## src/rtl/msg_tx_arb.sv

```systemverilog
// msg_tx_arb: round-robin arbiter sharing one line coder between message controllers.
// Define MSG_TX_ARB_TIMEOUT_EN to build the grant watchdog and err_timeout pulse.
module msg_tx_arb #(
  parameter int REQ_NUM        = 4,
  parameter int GAP_CYCLES     = 2,
  parameter int TIMEOUT_CYCLES = 1023
) (
  input  logic                 clk,
  input  logic                 n_rst,
  input  logic [REQ_NUM-1:0]   req,
  output logic [REQ_NUM-1:0]   tx_rdy_o,
  input  logic [REQ_NUM-1:0]   tx_en,
  input  logic [8*REQ_NUM-1:0] q,
  input  logic [REQ_NUM-1:0]   q_rdy,
  input  logic [REQ_NUM-1:0]   msg_end,
  input  logic                 cd_busy,
  output logic [REQ_NUM-1:0]   cd_busy_o,
  output logic [7:0]           cd_q,
  output logic                 cd_q_rdy,
  output logic [REQ_NUM-1:0]   gnt,
  output logic                 arb_busy,
  output logic                 err_timeout
);
  localparam int LW = $clog2(REQ_NUM);
  typedef enum logic [1:0] {IDLE, GRANT, GAP} state_t;
  state_t             state_q, state_d;
  logic [REQ_NUM-1:0] gnt_q, gnt_d;
  logic [LW-1:0]      last_q, last_d, pick, idx;
  logic [3:0]         gap_q, gap_d;
  logic               err_q, err_d, found, rel_end, rel_wd, rel_to;

  assign rel_end = |(msg_end & gnt_q);
  assign rel_wd  = |(gnt_q & ~req & ~tx_en);

`ifdef MSG_TX_ARB_TIMEOUT_EN
  logic [10:0] wd_q;
  assign rel_to = (wd_q == 11'(TIMEOUT_CYCLES));
  always_ff @(posedge clk or negedge n_rst)
    if (!n_rst) wd_q <= '0;
    else wd_q <= (state_q != GRANT || cd_q_rdy) ? '0 : wd_q + 11'd1;
`else
  assign rel_to = 1'b0;
`endif

  // scan upward from last+1 with wrap; first requester found wins
  always_comb begin
    pick  = last_q;
    found = 1'b0;
    idx   = last_q;
    for (int k = 0; k < REQ_NUM; k++) begin
      idx = (idx == LW'(REQ_NUM-1)) ? '0 : idx + 1'b1;
      if (!found && req[idx]) begin
        found = 1'b1;
        pick  = idx;
      end
    end
  end

  always_comb begin
    state_d = state_q;
    gnt_d   = gnt_q;
    last_d  = last_q;
    gap_d   = gap_q;
    err_d   = 1'b0;
    case (state_q)
      IDLE: if (found) begin
        state_d = GRANT;
        gnt_d   = {{(REQ_NUM-1){1'b0}}, 1'b1} << pick;
        last_d  = pick;
      end
      GRANT: if (rel_end || rel_wd || rel_to) begin
        state_d = GAP;
        gnt_d   = '0;
        gap_d   = 4'(GAP_CYCLES);
        err_d   = rel_to && !rel_end && !rel_wd;
      end
      GAP: begin
        state_d = (gap_q == '0) ? IDLE : GAP;
        gap_d   = (gap_q == '0) ? '0 : gap_q - 4'd1;
      end
      default: state_d = IDLE;
    endcase
  end

  always_ff @(posedge clk or negedge n_rst)
    if (!n_rst) begin
      state_q <= IDLE;
      gnt_q   <= '0;
      last_q  <= LW'(REQ_NUM-1);
      gap_q   <= '0;
      err_q   <= 1'b0;
    end else begin
      state_q <= state_d;
      gnt_q   <= gnt_d;
      last_q  <= last_d;
      gap_q   <= gap_d;
      err_q   <= err_d;
    end

  always_comb begin
    cd_q = '0;
    for (int i = 0; i < REQ_NUM; i++) cd_q |= q[8*i +: 8] & {8{gnt_q[i]}};
  end

  assign cd_q_rdy    = |(q_rdy & gnt_q);
  assign tx_rdy_o    = req & gnt_q;
  assign cd_busy_o   = {REQ_NUM{cd_busy}} & gnt_q;
  assign gnt         = gnt_q;
  assign arb_busy    = (state_q != IDLE);
  assign err_timeout = err_q;
endmodule

```

## config.mk

```make
export PLATFORM = sky130hd
export DESIGN_NAME = msg_tx_arb
export DESIGN_NICKNAME = d
export VERILOG_FILES = /design/src/rtl/msg_tx_arb.sv
export SDC_FILE = /design/constraint.sdc
export NUM_CORES = 1
export LEC_CHECK = 0
export CAP_MARGIN = 20
export CORE_AREA = 4 4 63 65
export DETAILED_ROUTE_END_ITERATION = 12
export DIE_AREA = 0 0 67 69
export GPL_ROUTABILITY_DRIVEN = 0
export PLACE_DENSITY = 0.82
export SLEW_MARGIN = 15
export SYNTH_ARGS = -nofsm -noshare
export SYNTH_HDL_FRONTEND = slang
export SYNTH_SLANG_ARGS = --single-unit
export TNS_END_PERCENT = 30
```

## constraint.sdc

```tcl
create_clock -name clk -period 2.6 [get_ports clk]
set_clock_uncertainty 0.1 [all_clocks]
set_input_delay 0.26 -clock clk [delete_from_list [all_inputs] [get_ports clk]]
set_output_delay 0.26 -clock clk [all_outputs]
set_load 0.02 [all_outputs]
```

==> flow_metrics.env <==
export IMPL_status="finished, final reports clean"
export IMPL_worst_endpoint_required_ns=2.67
export IMPL_power_switching_w=0.000992
export IMPL_setup_violations=0
export IMPL_reg2reg_depth=7
export IMPL_portBuffers=72
export IMPL_setup_tns_final_ns=0
export IMPL_met2_usage_pct=29.6
export IMPL_fillCellCount=307
export IMPL_use_met3_pct=4.87
export IMPL_placed_cells=254
export IMPL_core_area_sq_mm=0.00334
export IMPL_clockPowerShare_pct=7.1
export IMPL_reg2reg_to="gnt[3]"
export IMPL_grt_ovfl_total=0
export IMPL_ant_nets=0
export IMPL_p_int_w=0.00111
export IMPL_num_vias=1382
export IMPL_grt_pass1_vias=1304
export IMPL_final_nets=265
export IMPL_crit_slowest_cell="dfstp_2"
export IMPL_synth_seq_cells=12
export IMPL_place_area_sq_mm=0.00191
export IMPL_cap_violations=0
export IMPL_drv_slew=0
export IMPL_final_common_cell="clkdlybuf4s50_1"
export IMPL_synth_edff_count=0
export IMPL_cp_arrival_ns=2.39
export IMPL_start_util_pct=36.1
export IMPL_cts_sinks=12
export IMPL_post_drt_wl_per_cell_um=15.8
export IMPL_combPwrFrac_pct=74.7
export IMPL_powerDensity_mw_per_mm2=1080
export IMPL_critical_path_max_stage_delay_ns=0.55
export IMPL_worst_setup_path_end_kind="register"
export IMPL_finalHoldViolations=0
export IMPL_seqPwrFrac_pct=18.2
export IMPL_antennaDiodeCount=0
export IMPL_fin_cells=258
export IMPL_drt_iter0_drc=51
export IMPL_dr_pass1_iters=4
export IMPL_ir_drop_uv=666
export IMPL_hp_class="input pin to asynchronous set/reset pin"
export IMPL_cp_buffers_inverters=0
export IMPL_critical_path_class="register to register"
export IMPL_synth_cell_type_count=44
export IMPL_crit_family="compound AO/OA/AOI/OAI gates"
export IMPL_layout_cells_most_common_list="clkdlybuf4s50_1, a22oi_1, nand2_1"
export IMPL_viasPerCell=5.36
export IMPL_route_detailed_drc=0
export IMPL_p_leak_nw=0.764
export IMPL_final_core_util_pct=58.5
export IMPL_grt_max_degree=19
export IMPL_fp_dieH_um=69
export IMPL_cts_buffer_depth=2
export IMPL_synth_avg_cell_area_sq_um=8.14
export IMPL_insertion_delay_ns=0.27
export IMPL_synthCells=148
export IMPL_worstMarginPinSlew_ns=0.534
export IMPL_grt_busiest_layer="met2"
export IMPL_clk_pin_slew_worst_paths_ns=0.08
export IMPL_cts_tree="built"
export IMPL_slew_headroom_pct=64.3
export IMPL_ys_seq_area_share_pct=25.1
export IMPL_synth_flop_cell="dfrtp_1"
export IMPL_syn_nets=200
export IMPL_drive_gt1_share_pct=8.02
export IMPL_period_share_pct=89.4
export IMPL_antenna_found_initial=0
export IMPL_rows=21
export IMPL_holdBufCountCts=0
export IMPL_grtUsageTotal_pct=17.5
export IMPL_timing_fmax_ghz=0.430
export IMPL_yosys_warnings=0
export IMPL_crit_chain="ha_2, xor2_1, o31ai_1, o21ai_1, a21oi_1, nor3_1, a22o_1"
export IMPL_areaGrowthSynthToFinish_pct=62.1
export IMPL_start_kind="register"
export IMPL_final_cell_area_sq_mm=0.00195
export IMPL_clock_tree_root_cell="clkbuf_4"
export IMPL_grt_first_pass_wirelength_um=6510
export IMPL_ys_async_sr_fraction_pct=100
export IMPL_cts_buffers=3
export IMPL_die_area_sq_mm=0.00462
export IMPL_r2r_start="last_q[1]"
export IMPL_die_w_um=67
export IMPL_ioPinCount=74
export IMPL_cp_max_fo=15
export IMPL_cts_max_level=1
export IMPL_synth_area_sq_mm=0.00120
export IMPL_switching_share_pct=47.1
export IMPL_post_route_min_period_ns=2.32
export IMPL_dp_hpwl_um=3200
export IMPL_startpoint="last_q[1]"
export IMPL_use_met1_pct=21.5
export IMPL_rrSetupSlack_ns=0.28
export IMPL_rsz0062_at_grt="no"
export IMPL_drt_total_wl_um=4080
-- cells in the mapped netlist, drive strengths merged (3+ instances only) --
master | instances | share of area [%]
dfrtp | 10 | 21
nand3 | 6 | 2.5
nand2b | 4 | 2.1
nand2 | 12 | 3.7
nor3 | 3 | 1.2
nor4 | 4 | 2.1
buf | 9 | 5.1
clkbuf | 4 | 1.2
a21oi | 4 | 1.7
o21ai | 11 | 4.6
mux2i | 4 | 3.3
a22o | 5 | 3.6
o21bai | 4 | 2.5
and2 | 8 | 4.2
a22oi | 21 | 13
nor2 | 10 | 3.3
-- layout make-up --
class                           instances  area, sq um  share of cell area [%]
Sequential cell                        12          303                    15.5
Multi-Input combinational cell        122          825                    42.2
Clock buffer                            4         36.3                    1.86
Tap cell                               46         57.6                    2.95
Inverter                                1         3.75                   0.192
Timing Repair Buffer                   73          728                    37.3
-- worst max-delay path by stage --
| stage | endpoint | cells after the start |
|---|---|---|
| 2_1_floorplan | last_q[1] | 9 |
| 3_3_place_gp | last_q[1] | 7 |
| 3_5_place_dp | gnt[3] | 7 |
| 4_1_cts | gnt[3] | 7 |
| 5_1_grt | gnt[0] | 7 |
| 6_report | gnt[3] | 7 |
-- layer usage --
| layer | up-vias | wire [um] | share of wire [%] |
|---|---|---|---|
| li1 | 691 | - | - |
| met3 | 4 | 372 | 9.1 |
| met4 | 0 | 31 | 0.76 |
| met2 | 44 | 1960 | 48 |
| met5 | - | 0 | 0 |
| met1 | 643 | 1720 | 42 |
-- flip-flops by register name, indices dropped and copies added, names as in the netlist --
| signal | flops |
|---|---|
| gap_q | 4 |
| gnt | 4 |
| last_q | 2 |
| state_q | 2 |
-- timing repair --
action | 4_1_cts | 5_1_grt
gates resized for setup | 0 | 1
setup endpoints to repair | 0 | 1
buffers inserted | 0 | 0
-- logic make-up (layout without fill, tap and decap cells) --
family	after synthesis	after routing	synth area share, %
and+or+nand+nor	56	56	24.4
AOI/OAI and AO/OA	55	55	33.6
buffers and inverters	14	78	6.65
DFF	12	12	25.1
muxes	7	7	7.37
xor gates and xnor gates	2	2	1.45
adders and majority gates	1	1	1.04
other	1	1	0.311
-- through the flow --
step                      hold slack [ns]  total power, W  setup WS, ns
after floorplan                    -0.136         0.00151         0.416
after global placement              0.471         0.00193         0.263
after detailed placement            0.475         0.00194         0.209
after CTS                           0.241         0.00210         0.197
after global routing                0.278         0.00228         0.132
final                               0.231         0.00210         0.275
-- worst register-to-register path: stages, from the launching register on --
cell     delay, ns
dfstp_2       0.55
ha_2          0.37
xor2_1        0.20
o31ai_1       0.33
o21ai_1       0.19
a21oi_1       0.22
nor3_1        0.08
a22o_1        0.19
-- power by group through the flow --
stage | clock [W] | combinational (W) | sequential (W)
after CTS | 0.000153 | 0.00157 | 0.000382
after global placement | 0 | 0.00155 | 0.000383
after global routing | 0.000159 | 0.00172 | 0.000398
final | 0.000149 | 0.00157 | 0.000383
after detailed placement | 0 | 0.00156 | 0.000385
after floorplan | 0 | 0.00117 | 0.000342
(Power assumes the default switching activity.)
==> edit 1: new RTL, same flow settings <==
Build with the macro `MSG_TX_ARB_TIMEOUT_EN` defined.
--- a/src/rtl/msg_tx_arb.sv
+++ b/src/rtl/msg_tx_arb.sv
@@ -1,5 +1,7 @@
 // msg_tx_arb: round-robin arbiter sharing one line coder between message controllers.
 // Define MSG_TX_ARB_TIMEOUT_EN to build the grant watchdog and err_timeout pulse.
+`define MSG_TX_ARB_TIMEOUT_EN
+
 module msg_tx_arb #(
   parameter int REQ_NUM        = 4,
   parameter int GAP_CYCLES     = 2,
Function: no difference found for any inputs over 10 cycles, from zero or initial values and one cycle with n_rst low; that may be too few to reach the edited logic, so the function may still have changed.
==> edit 1 against the original RTL <==
Total power is 20% higher; final cell count is 24% higher; routed wire length is 29% higher; worst setup slack worse by 0.10 ns; sequential cell count is 12 higher; maximum frequency is 4.3% lower; sequential power is 57% higher; area after synthesis is 45% higher; design area is 33% higher; non-clock buffer count is 9 higher; critical path depth stayed put; critical endpoint unchanged.
==> edit 1: results (changes against the original RTL) <==
* Clock network area share at 2.023% (was 1.858%)
* Vias per cell at 5.645 (was 5.357)
* # clk buffers at 3 (was 4)
* Vias in the first global route at 1724 (was 1304)
* Smallest hold slack at 0.1878 ns (was 0.2306 ns)
* Leak at 1.052 nW (was 0.7645 nW)
* Global-route wire length before repair at 8169 um (was 6513 um)
* Fraction of final layout cells with drive strength greater than 1 at 9.455% (was 8.019%)
* Maximum number of pins on one net before global-route repair at 25 (was 19)
* GRT Total Usage at 22.15% (was 17.46%)
* Area occupied by multi-input gates at 0.001075 mm2 (was 824.5 um2)
* Count of inverters other than clock inverters in the layout at 3 (was 1)
* Latest clock arrival within the worst-skew pair at 0.30 ns (was 0.27 ns)
* Number of buffers outside the clock class in the layout at 82 (was 73)
* Post-Route WL at 5247 um (was 4083 um)
* Clock-pin slew of the registers on the worst-case setup and hold paths at 0.13 ns (was 0.08 ns)
* Count of cell types in the netlist at 52 (was 44)
* Buffers added on ports at 73 (was 72)
* Reg2reg setup slack at 0.17 ns (was 0.28 ns)
* # nets final at 329 (was 265)
* Synthesized net count at 254 (was 200)
* Routed vias at 1812 (was 1382)
* Power per standard cell area at 969.6 mW/mm2 (was 1077 mW/mm2)
* Flip-flop and latch count after synthesis at 24 (was 12)
* Cell count after placement at 317 (was 254)
* Worst-path fanout max at 9 (was 15)
* Post-detail-place hpwl at 4005 um (was 3195 um)
* Outcome: completed (unchanged)
* Most common cell in the synthesized netlist: sky130_fd_sc_hd__nor2_1 (was sky130_fd_sc_hd__a22oi_1)
* Initial drt markers at 82 (was 51)
* Final period util at 93.43% (was 89.41%)
## edit 1: changes by cell type after synthesis, moves of 6 or more
cell	delta
sky130_fd_sc_hd__nor2_1	+14
sky130_fd_sc_hd__dfrtp_1	+12
sky130_fd_sc_hd__clkbuf_1	+6
sky130_fd_sc_hd__nand4_1	+6
sky130_fd_sc_hd__xor2_1	+6
## edit 1: kinds of logic (layout without fill, tap and decap cells)
kind of cell | Yosys count | after routing | synth area share, %
xor gates and xnor gates | 9 | 9 | 4.523
DFF | 24 | 24 | 34.60
and+or+nand+nor | 88 | 88 | 26.49
AOI/OAI and AO/OA | 56 | 56 | 25.06
buffers and inverters | 15 | 89 | 3.733
muxes | 7 | 7 | 4.164
adders and majority gates | 2 | 2 | 1.436
## edit 1: where the power goes
group / total (mW) / switching (mW) / leakage [nW] / internal, mW
logic: 1.65 / 0.852 / 0.707 / 0.803
registers: 0.600 / 0.138 / 0.317 / 0.462
clock network: 0.263 / 0.108 / 0.0279 / 0.156
total: 2.52 / 1.10 / 1.05 / 1.42
## edit 1: worst max-delay path, cell delays in order (launching register included)
cell                       delay, ns
sky130_fd_sc_hd__dfstp_2        0.59
sky130_fd_sc_hd__ha_1           0.35
sky130_fd_sc_hd__buf_4          0.21
sky130_fd_sc_hd__xor2_1         0.25
sky130_fd_sc_hd__mux2i_1        0.24
sky130_fd_sc_hd__a32o_1         0.21
sky130_fd_sc_hd__o211ai_4       0.12
sky130_fd_sc_hd__a32o_1         0.26
## edit 1: metal layers
| metal | GRT usage (%) | share of wire [%] | vias up |
|---|---|---|---|
| met4 | 4.054 | 0.69 | 0 |
| met1 | 29.77 | 43 | 844 |
| li1 | - | - | 896 |
| met3 | 3.409 | 9.2 | 4 |
| met5 | 0 | 0 | - |
| met2 | 37.34 | 47 | 68 |
==> edit 2: new RTL, same settings <==
Made on the original files. Encoding of `state_t`: now one-hot (3 bits for 3 states).
--- a/src/rtl/msg_tx_arb.sv
+++ b/src/rtl/msg_tx_arb.sv
@@ -22,7 +22,7 @@
   output logic                 err_timeout
 );
   localparam int LW = $clog2(REQ_NUM);
-  typedef enum logic [1:0] {IDLE, GRANT, GAP} state_t;
+  typedef enum logic [2:0] {IDLE = 3'b001, GRANT = 3'b010, GAP = 3'b100} state_t;
   state_t             state_q, state_d;
   logic [REQ_NUM-1:0] gnt_q, gnt_d;
   logic [LW-1:0]      last_q, last_d, pick, idx;
Check against the original RTL: same outputs for any inputs over 10 cycles, from zero or initial values and one cycle with n_rst low; not proved beyond that.
==> edit 2 against the original RTL <==
Area after synthesis increased by 15%; routed wire length increased by 15%; non-clock buffer count increased by 16; sequential cell count increased by 1; total power increased by 23%; design area increased by 16%; worst setup slack got worse by 0.10 ns; utilization increased by 9.2 points.
==> edit 2: results (changes against the original RTL) <==
* Fraction of synthesized cell area in xor and xnor cells at 1.807% (was 1.454%)
* First-pass iteration count of the detailed router at 4 (unchanged)
* Min cycle time layout at 2.430 ns (was 2.325 ns)
* Sequential group share of total power at 15.0% (was 18.2%)
* Gate family responsible for the most delay along the worst path: simple AND/OR/NAND/NOR gates (was compound AO/OA/AOI/OAI gates)
* Slew margin rel. at 57.49% (was 64.31%)
* Synth Area in Adders at 0.9033% (was 1.038%)
* Maximum number of pins on one net before global-route repair at 21 (was 19)
* Fraction of final layout cells with drive strength greater than 1 at 15.20% (was 8.019%)
* GRT Total Usage at 20.93% (was 17.46%)
* Post-route met1 wirelength at 1858 um (was 1717 um)
* Routed vias at 1640 (was 1382)
* Mux share of post-synthesis cell area at 4.426% (was 7.373%)
* Cell count after placement at 291 (was 254)
* Worst setup endpoint: last_q[1]$_DFFE_PN1P_ (was gnt[3]$_DFFE_PN0P_)
* Leak at 0.9205 nW (was 0.7645 nW)
* Vias per cell at 5.541 (was 5.357)
* Internal power summed over all cells at 1.386 mW (was 1.112 mW)
* Met3 Usage GRT at 4.221% (was 4.870%)
* Largest cells by area after synthesis: sky130_fd_sc_hd__dfrtp_1, sky130_fd_sc_hd__a22oi_1, sky130_fd_sc_hd__dfstp_2, sky130_fd_sc_hd__and2_1, sky130_fd_sc_hd__o21ai_0 (was sky130_fd_sc_hd__dfrtp_1, sky130_fd_sc_hd__a22oi_1, sky130_fd_sc_hd__dfstp_2, sky130_fd_sc_hd__and2_1, sky130_fd_sc_hd__nand2_1)
* Total met3 wirelength after detailed routing at 317 um (was 372 um)
* Number of cells traversed by the worst register-to-register path at 7 (unchanged)
* Share of the yosys chip area belonging to registers at 23.76% (was 25.13%)
* Reg2reg setup slack at 0.17 ns (was 0.28 ns)
* Setup WS pre-CTS at -0.008654 ns (was 0.2088 ns)
* Largest stage delay, worst path at 0.58 ns (was 0.55 ns)
* Peak supply drop at 0.4804 mV (was 0.6663 mV)
* Most frequent cells after synthesis: sky130_fd_sc_hd__a22oi_1, sky130_fd_sc_hd__nand2_1, sky130_fd_sc_hd__o21ai_0 (was sky130_fd_sc_hd__a22oi_1, sky130_fd_sc_hd__nand2_1, sky130_fd_sc_hd__dfrtp_1)
* # nets final at 303 (was 265)
* Met2 routed wirelength at 2416 um (was 1961 um)
* Worst-path fanout max at 13 (was 15)
* Latest clock arrival within the worst-skew pair at 0.29 ns (was 0.27 ns)
* Count of cell types in the netlist at 63 (was 44)
* Area fraction in compound gates after synthesis at 36.31% (was 33.64%)
* Outcome: completed (unchanged)
* Launch point of the worst path: last_q[1]$_DFFE_PN1P_ (unchanged)
* Synthesized net count at 223 (was 200)
* Post-detail-place hpwl at 3741 um (was 3195 um)
* Post-Route WL at 4703 um (was 4083 um)
* Initial drt markers at 72 (was 51)
* Global-route wire length before repair at 7679 um (was 6513 um)
* P_clk at 0.131 mW (was 0.149 mW)
==> edit 2: cell count changes after synthesis, moves of 3 or more <==
cell / delta
sky130_fd_sc_hd__o21ai_0: +5
sky130_fd_sc_hd__clkbuf_1: +4
sky130_fd_sc_hd__inv_1: +4
sky130_fd_sc_hd__nand3_1: -4
sky130_fd_sc_hd__a21o_1: +3
sky130_fd_sc_hd__a22o_1: -3
sky130_fd_sc_hd__buf_2: -3
sky130_fd_sc_hd__nor2b_1: +3
sky130_fd_sc_hd__o21ai_1: -3
sky130_fd_sc_hd__o21bai_1: -3
==> edit 2: cell type report <==
type,instances,area [um2]
clock buffers,4,26.28
fillers,282,1076
inverters,4,15.01
multi-input cells,140,984.7
flip-flops and latches,13,329.1
well taps,46,57.56
repair buffers,89,848.3
==> edit 2: metrics by stage <==
step | area [um2] | util, %
CTS | 2243 | 67.23
finish | 2261 | 67.75
global placement | 2215 | 66.37
global route | 2261 | 67.75
detailed placement | 2215 | 66.37
floorplan | 1385 | -
